$ cat src/rtl/mul_seq_ctrl.sv
`default_nettype none
// ============================================================================
// Module   : mul_seq_ctrl
// Function : Iterative signed/unsigned N x N -> 2N multiplier with a
//            valid/ready handshake; one shift-add step per clock.
// Revision : 1.0 - initial release
// ============================================================================
module mul_seq_ctrl #(
    parameter int N = 8
) (
    input  logic             clk,
    input  logic             rst_n,
    input  logic             in_valid,
    output logic             in_ready,
    input  logic [N-1:0]     a,
    input  logic [N-1:0]     b,
    input  logic             sign,
    output logic             out_valid,
    input  logic             out_ready,
    output logic [2*N-1:0]   res,
    output logic             busy
);

    localparam int CW = (N > 1) ? $clog2(N) : 1;

    typedef enum logic [1:0] {
        IDLE = 2'd0,
        CALC = 2'd1,
        DONE = 2'd2
    } state_t;

    state_t          state_q,     state_d;
    logic [CW-1:0]   count_q,     count_d;
    logic [N-1:0]    mag_a_q,     mag_a_d;
    logic [N-1:0]    mag_b_q,     mag_b_d;
    logic            neg_q,       neg_d;
    logic [2*N-1:0]  acc_q,       acc_d;
    logic [2*N-1:0]  res_q,       res_d;
    logic            out_valid_q, out_valid_d;

    logic [N-1:0]    abs_a;
    logic [N-1:0]    abs_b;
    logic [2*N-1:0]  addend;
    logic [2*N-1:0]  sum;

    // The most negative operand negates to itself, which read unsigned is 2^(N-1).
    assign abs_a  = (sign && a[N-1]) ? ((~a) + N'(1)) : a;
    assign abs_b  = (sign && b[N-1]) ? ((~b) + N'(1)) : b;
    assign addend = mag_b_q[count_q] ? ({{N{1'b0}}, mag_a_q} << count_q) : '0;
    assign sum    = acc_q + addend;

    always_comb begin
        state_d     = state_q;
        count_d     = count_q;
        mag_a_d     = mag_a_q;
        mag_b_d     = mag_b_q;
        neg_d       = neg_q;
        acc_d       = acc_q;
        res_d       = res_q;
        out_valid_d = out_valid_q;
        case (state_q)
            IDLE: begin
                if (in_valid) begin
                    mag_a_d = abs_a;
                    mag_b_d = abs_b;
                    neg_d   = sign & (a[N-1] ^ b[N-1]);
                    acc_d   = '0;
                    count_d = '0;
                    state_d = CALC;
                end
            end
            CALC: begin
                acc_d   = sum;
                count_d = count_q + CW'(1);
                if (count_q == CW'(N - 1)) begin
                    res_d       = neg_q ? ((~sum) + (2*N)'(1)) : sum;
                    out_valid_d = 1'b1;
                    state_d     = DONE;
                end
            end
            DONE: begin
                if (out_ready) begin
                    out_valid_d = 1'b0;
                    state_d     = IDLE;
                end
            end
            default: begin
                out_valid_d = 1'b0;
                state_d     = IDLE;
            end
        endcase
    end

    always_ff @(posedge clk or negedge rst_n) begin
        if (!rst_n) begin
            state_q     <= IDLE;
            count_q     <= '0;
            mag_a_q     <= '0;
            mag_b_q     <= '0;
            neg_q       <= 1'b0;
            acc_q       <= '0;
            res_q       <= '0;
            out_valid_q <= 1'b0;
        end else begin
            state_q     <= state_d;
            count_q     <= count_d;
            mag_a_q     <= mag_a_d;
            mag_b_q     <= mag_b_d;
            neg_q       <= neg_d;
            acc_q       <= acc_d;
            res_q       <= res_d;
            out_valid_q <= out_valid_d;
        end
    end

    assign in_ready  = (state_q == IDLE);
    assign busy      = (state_q != IDLE);
    assign out_valid = out_valid_q;
    assign res       = res_q;

endmodule
`default_nettype wire

$ cat config.mk
export PLATFORM = sky130hd
export DESIGN_NAME = mul_seq_ctrl
export DESIGN_NICKNAME = d
export VERILOG_FILES = /design/src/rtl/mul_seq_ctrl.sv
export SDC_FILE = /design/constraint.sdc
export NUM_CORES = 1
export LEC_CHECK = 0
export ABC_AREA = 1
export CAP_MARGIN = 25
export CORE_ASPECT_RATIO = 0.6
export CORE_MARGIN = 1.5
export CORE_UTILIZATION = 63
export DETAILED_ROUTE_END_ITERATION = 10
export GPL_TIMING_DRIVEN = 0
export PLACE_DENSITY = 0.87
export SLEW_MARGIN = 0
export SYNTH_ARGS = -nofsm -noshare
export SYNTH_HDL_FRONTEND = slang
export SYNTH_SLANG_ARGS = --single-unit
$ cat constraint.sdc
create_clock -name clk -period 8.96 [get_ports clk]
set_clock_uncertainty 0.1 [all_clocks]
set_input_delay 1.344 -clock clk [delete_from_list [all_inputs] [get_ports clk]]
set_output_delay 1.344 -clock clk [all_outputs]
set_load 0.02 [all_outputs]
==> results of run 1 <==
-- power groups by stage --
stage	clock network [mW]	registers [mW]	logic, mW
floorplan	0	0.459	0.834
global route	0.189	0.452	1.41
CTS	0.183	0.436	1.24
global placement	0	0.436	1.18
detailed placement	0	0.439	1.22
finish	0.180	0.440	1.28
-- area by class of cell --
| type | instances | area (µm²) |
|---|---|---|
| well taps | 84 | 105.1 |
| plain buffers | 13 | 48.80 |
| clock inverters | 3 | 55.05 |
| multi-input cells | 465 | 2320 |
| fillers | 485 | 1480 |
| inverters | 89 | 334.1 |
| clock buffers | 5 | 68.82 |
| flip-flops and latches | 55 | 1376 |
| repair buffers | 40 | 405.4 |
-- cell families after synthesis --
logic type | count (synthesis) | synth area share [%]
adder cells (fa/ha/maj) | 21 | 6.626
XOR/XNOR | 18 | 3.865
AO/OA/AOI/OAI | 96 | 12.18
buffers and inverters | 102 | 9.386
AND/OR/NAND/NOR | 328 | 33.71
flip-flops | 55 | 33.74
multiplexers | 2 | 0.4908
-- cells in the mapped netlist (all sizes together) (8+ instances only) --
| cell type | n | area, µm² |
|---|---|---|
| inv | 88 | 330.3 |
| nor3 | 8 | 40.04 |
| clkbuf | 12 | 45.04 |
| a21oi | 14 | 70.07 |
| nand3 | 42 | 220.2 |
| xor2 | 12 | 105.1 |
| ha | 20 | 250.2 |
| nor2 | 60 | 240.2 |
| dfrtp | 55 | 1376 |
| o21ai | 73 | 365.3 |
| nand2 | 205 | 789.5 |
-- final timing paths --
kind                                                to  slack (ns)
worst max-delay path               res[12]$_DFFE_PN0P_        4.98
min in group asynchronous       mag_a_q[4]$_DFFE_PN0P_        0.86
worst min register to register  mag_b_q[5]$_DFFE_PN0P_        0.40
worst min-delay path            mag_b_q[5]$_DFFE_PN0P_        0.40
worst max register to register     res[12]$_DFFE_PN0P_        4.98
max in group asynchronous          res[14]$_DFFE_PN0P_        7.33
-- state kept, by name, summed over array words and instances (netlist names) --
| register | flops |
|---|---|
| acc_q | 16 |
| count_q | 3 |
| mag_a_q | 8 |
| mag_b_q | 8 |
| neg_q | 1 |
| out_valid | 1 |
| res | 16 |
| state_q | 2 |
-- layer usage --
layer  vias to the layer above  share of wire (%)
met4                         0               0.68
met5                         -                  0
met2                       185                 40
li1                       2069                  -
met3                        12                9.4
met1                      1923                 50
-- critical path: cells and delay by family (launching register included) --
family	cells	cell delay, ns
AOI/OAI and AO/OA	3	0.64
DFF	1	0.39
buffers and inverters	3	0.56
adders and majority gates	3	0.96
and+or+nand+nor	10	1.24
==> summary.md, run 1 <==
| Metric | Value |
|---|---|
| Synthesized area per cell | `6.558 µm²` |
| Clk pwr share | `9.5%` |
| Final Util | `76.10%` |
| Place WS | `5.141 ns` |
| Switching pwr | `about 1 mW` |
| FF-to-FF Start | `count_q[0]$_DFFE_PN0P_` |
| Tot GR Track Use | `35.20%` |
| Detailed Route WL | `about 11,000 µm` |
| Synthesized cell area | `4079 µm²` |
| Hold Fails Final Rpt | `0` |
| Worst hold start | `mag_b_q[5]$_DFFE_PN0P_` |
| Die ar. | `around 7000 µm²` |
| Worst hold path class | `register to register` |
| Met1 usage | `56.14%` |
| Required @ worst endpoint | `9.08 ns` |
| FMAX | `between 0.2 and 0.3 GHz` |
| Outcome | `finished, final reports clean` |
| Crit path largest cell delay | `approximately 0.45 ns` |
| Initial Utilization | `65.86%` |
| Max Cap Viol | `0` |
| Most frequent CP cell | `nand2_1` |
| Unique masters post-synth | `31` |
| IO buf count | `39` |
| Clk Latency, worst-skew pair | `0.32 ns` |
| Antenna violations before repair | `0` |
| Diodes inserted | `0` |
| CTS Sinks | `55` |
| Post-place instance area | `between 4000 and 5000 µm²` |
| WS Path Type | `register to register` |
| CTS root buf | `clkbuf_8` |
| GRT busiest layer | `met1` |
| Wire per inst | `15.14 µm` |
| Power Density | `402.2 nW/µm²` |
| Setup TNS | `0 ns` |
| Cell Chain, Critical Path | `clkbuf_1 > o21ai_0 > o21ai_0 > nand2_1 > nor3_1 > ha_1 > fa_1 > inv_1 > ha_1 > a21boi_1 > nand3_1 > nor2_2 > inv_2 > nor2_2 > nand3_1 > nand2_1 > nand2_1 > nand3_1 > nand2_1` |
| Die W | `roughly 110 µm` |
| Clock-pin slew on the worst setup and hold paths | `0.11 ns` |
| DRT Pass-1 Iters | `5` |
| DIE HEIGHT | `65.33 µm` |
| Drt initial violations | `535` |
| CTS H-Tree Depth | `2` |
| Final HPWL DP | `8898 µm` |
| VDD IR max | `roughly 0.00024 V` |
| Commonest non-fill, non-tap cell in the layout | `nand2_1` |
| Minimum clock period | `3.981 ns` |
| Largest net degree at the start of global routing | `38` |
| DR vias | `4,189` |
| Switching Share | `54.21%` |
| Sequential Power Share | `about 23%` |
| Static leakage | `2.495 nW` |
| Vias per cell | `5.556` |
| Critical path startpoint | `count_q[0]$_DFFE_PN0P_` |
| Sequential share of the synthesized area | `33.74%` |
| CP Capture Type | `register` |
| # rows | `22` |
| CP max FO | `10` |
| Final setup viols | `0` |
| Fin area | `between 4000 and 5000 µm²` |
| CTS tree | `yes` |
| Max Slew Vio Count | `0` |
| Dominant synthesized flop cell | `dfrtp_1` |
| FF-to-FF path depth | `19` |
| Internal Pwr Total | `868.0 µW` |
| Met2 Track Usage GR | `49.44%` |
| Vias in the first global route | `3,940` |
| Layout cell share with drive strength beyond 1 | `4.179%` |
| Slack of the critical path | `4.979 ns` |
| Ys async rst share | `100.0%` |
| Most frequent cells in the layout | `nand2_1, inv_1, o21ai_0` |
| Yosys warnings | `0` |
| Final Wtd Congestion | `between 0.9 and 1` |
| TritonCTS Buffers | `5` |
| Hold buffers post-CTS | `0` |
| CP max-delay cell | `fa_1` |
| RSZ-0062 raised after global routing | `no` |
| Syn nets | `~660` |
| Worst path arrival time | `between 4 and 5 ns` |
| Slew HR | `about three fifths` |
| NumNets Final | `711` |
| Area Growth Syn to Fin | `15.55%` |
| Final cell count without fillers | `754` |
| Worst slew pin tran | `0.5945 ns` |
| CP Launch Type | `register` |
| Post-CTS Setup Inserts | `0` |
| Post-route ant nets | `0` |
| Overflow after GRT | `0` |
| Met3 Use GR | `6.052%` |
| Largest buffer count on any clock path | `2` |
| Worst Hold Depth | `2` |
| First-pass GRT wire length | `19,040 µm` |
| Power Total | `1.896 mW` |
| Logic pwr share | `67.3%` |
| Residual DRC | `0` |
| Number of synthesized flops with an enable pin | `0` |
| Placed instance count | `746` |
| Core Region | `6193 µm²` |
| Post-Syn Instances | `622` |
| Hold WS | `0.3999 ns` |
| Period utilisation layout | `44.43%` |
| Post-cts gate resize count | `0` |
| # IOs | `40` |
| Yosys reg bits | `55` |
No activity file was read; power rests on OpenSTA's default activity.
==> run 2, diff against run 1 <==
Settings changed: CORE_UTILIZATION 63 to 52, PLACE_DENSITY 0.87 to 0.77.
Clock period 8.96 ns to 3.22 ns, I/O delays scaled along.
==> run 2 against run 1 <==
  * The run now ends with negative setup slack left
  * Sequential share of layout area down 2.1 points
  * Critical path depth up 1
  * Total power rose to 3.1 times the previous value
  * Sequential cell count stayed put
  * Clock-buffer cell count rose by 1
  * Fmax is 20% higher
  * Design area increased by 7.9%
  * Via count is 2.6% higher
  * Global-route usage shrank 6.1 points
  * Critical path type unchanged
  * Critical endpoint is now res[14]$_DFFE_PN0P_
  * Largest cell class unchanged
==> summary.md, run 2 (synthesized netlist as in run 1, its figures left out) <==
| Metric | Value |
|---|---|
| RSZ-0062 raised after global routing | `yes` |
| Final HPWL DP | `8992 µm` |
| Max Cap Viol | `0` |
| Vias in the first global route | `3,985` |
| NumNets Final | `just over 700` |
| Largest buffer count on any clock path | `2` |
| Worst slew pin tran | `0.5210 ns` |
| CTS Sinks | `55` |
| Layout cell share with drive strength beyond 1 | `between 10% and 20%` |
| Worst path arrival time | `3.43 ns` |
| Die W | `117.3 µm` |
| Max Slew Vio Count | `0` |
| Detailed Route WL | `12,070 µm` |
| CP max FO | `10` |
| Fin area | `5086 µm²` |
| Hold WS | `0.005983 ns` |
| Wire per inst | `15.49 µm` |
| R2R Setup Slk | `-0.10 ns` |
| Final Wtd Congestion | `0.9381` |
| Required @ worst endpoint | `3.33 ns` |
| TritonCTS Buffers | `5` |
| Static leakage | `approximately 2.6 nW` |
| Overflow after GRT | `0` |
| WS Path Type | `register to register` |
| Most frequent cells in the layout | `nand2_1, inv_1, o21ai_0` |
| Met2 Track Usage GR | `41.37%` |
| Clk Latency, worst-skew pair | `0.31 ns` |
| DIE HEIGHT | `71.61 µm` |
| GRT busiest layer | `met1` |
| Worst hold path class | `input port to async pin` |
| CTS H-Tree Depth | `2` |
| Largest net degree at the start of global routing | `40` |
| FILL cells | `about 630` |
| Period utilisation layout | `103.2%` |
| Residual DRC | `0` |
| Minimum clock period | `3.323 ns` |
| IO buf count | `39` |
| # IOs | `40` |
| Vias per cell | `5.520` |
| Outcome | `finished, violations left` |
| VDD IR max | `~0.00056 V` |
| Power Density | `1173 nW/µm²` |
| First-pass GRT wire length | `19,390 µm` |
| CTS root buf | `clkbuf_16` |
| Initial Utilization | `a little over half` |
| Area Growth Syn to Fin | `24.69%` |
| Post-place instance area | `4614 µm²` |
| CTS tree | `yes` |
| Diodes inserted | `0` |
| Hold buffers post-CTS | `0` |
| Met1 usage | `46.10%` |
| Tot GR Track Use | `slightly below 30%` |
| Slack of the critical path | `-0.1031 ns` |
| Commonest non-fill, non-tap cell in the layout | `nand2_1` |
| Drt initial violations | `about 380` |
| Slew HR | `65.27%` |
| Failing checks | `negative setup slack` |
| DRT Pass-1 Iters | `7` |
| CP Launch Type | `register` |
| Place WS | `-0.5666 ns` |
| Core Region | `between 7000 and 8000 µm²` |
| Antenna violations before repair | `0` |
| Die ar. | `8402 µm²` |
| Hold Fails Final Rpt | `0` |
| Post-route ant nets | `0` |
| Final setup viols | `9` |
| DR vias | `4,300` |
| Met3 Use GR | `5.255%` |
| FMAX | `0.3009 GHz` |
| Clock-pin slew on the worst setup and hold paths | `0.08 ns` |
| CP Capture Type | `register` |
| # rows | `24` |
-- run 2: cell count changes in the layout (fill, tap and decap cells not counted), moves of 7 or more --
cell     delta
o21ai_1     +9
o21ai_0     -9
nor2_1      -7
ha_1        -8
nand2_2    +10
nand2_1    -14
-- run 2: per-layer routing --
metal  part of all wire [%]  vias up  wire length (µm)
met4                    1.4        0               164
met3                    9.6       21              1155
met5                      0        -                 0
met1                     50     1987              6036
met2                     39      210              4713
li1                       -     2082                 -
-- run 2: repair_timing --
item / CTS / global route
gates resized for setup: 25 / 57
setup buffers: 3 / 3
endpoints found under the setup margin: 20 / 18
pin swaps: 5 / 10
hold endpoints to repair: 0 / 0
-- run 2: worst paths after layout --
kind	depth (start not counted)	startpoint	to
max in group asynchronous	2	rst_n	count_q[2]$_DFFE_PN0P_
min	1	rst_n	acc_q[3]$_DFFE_PN0P_
min reg2reg	2	res[15]$_DFFE_PN0P_	res[15]$_DFFE_PN0P_
max reg2reg	20	count_q[1]$_DFFE_PN0P_	res[14]$_DFFE_PN0P_
max	20	count_q[1]$_DFFE_PN0P_	res[14]$_DFFE_PN0P_
min in group clk	2	res[15]$_DFFE_PN0P_	res[15]$_DFFE_PN0P_
-- run 2: stage by stage --
| stage | total power [mW] | utilization [%] | TNS [ns] | cells |
|---|---|---|---|---|
| finish | 5.968 | 68.57 | -0.5551 | 779 |
| global route | 6.420 | 68.57 | -2.283 | 779 |
| detailed placement | 4.628 | 62.21 | -5.317 | 766 |
| global placement | 4.544 | 62.01 | -9.890 | 765 |
| CTS | 5.408 | 65.62 | -0.4948 | 776 |
| floorplan | 3.599 | - | 0 | 622 |
-- run 2: layout make-up --
cell class | count | area (µm²) | share of cell area, %
clock buffer | 6 | 138.9 | 2.731
tap | 104 | 130.1 | 2.558
multi-input combinational | 465 | 2565 | 50.43
buffer | 12 | 65.06 | 1.279
timing repair buffer | 46 | 450.4 | 8.856
inverter | 89 | 339.1 | 6.667
clock inverter | 2 | 20.02 | 0.3936
sequential | 55 | 1378 | 27.08
-- run 2: worst max-delay path: stages, from the launching register on --
cell and delay, ns:
dfrtp_1 0.47, inv_1 0.14, clkbuf_4 0.21, o21ai_0 0.30, o21ai_0 0.14, nand2_1 0.09
inv_1 0.05, ha_2 0.39, nand2_1 0.14, inv_1 0.11, nand3_1 0.11, nand2_1 0.11
nand2_1 0.07, nand2_2 0.15, nand2_1 0.14, nor2_1 0.12, nand3_1 0.11, nand2_1 0.08
nand2_1 0.07, nand3_2 0.08, nand2_2 0.05
-- run 2: where the power goes --
group / switching [mW] / internal [mW] / total [mW]
Clock: 0.287 / 0.318 / 0.605
Combinational: 2.66 / 1.44 / 4.10
Sequential: 0.252 / 1.01 / 1.26
==> run 3, diff against run 2 <==
Settings changed: CTS_BUF_LIST set to sky130_fd_sc_hd__clkbuf_8 sky130_fd_sc_hd__clkbuf_16.
==> results of run 3 <==
Final layout, timing and power as in run 2 (identical DEF).
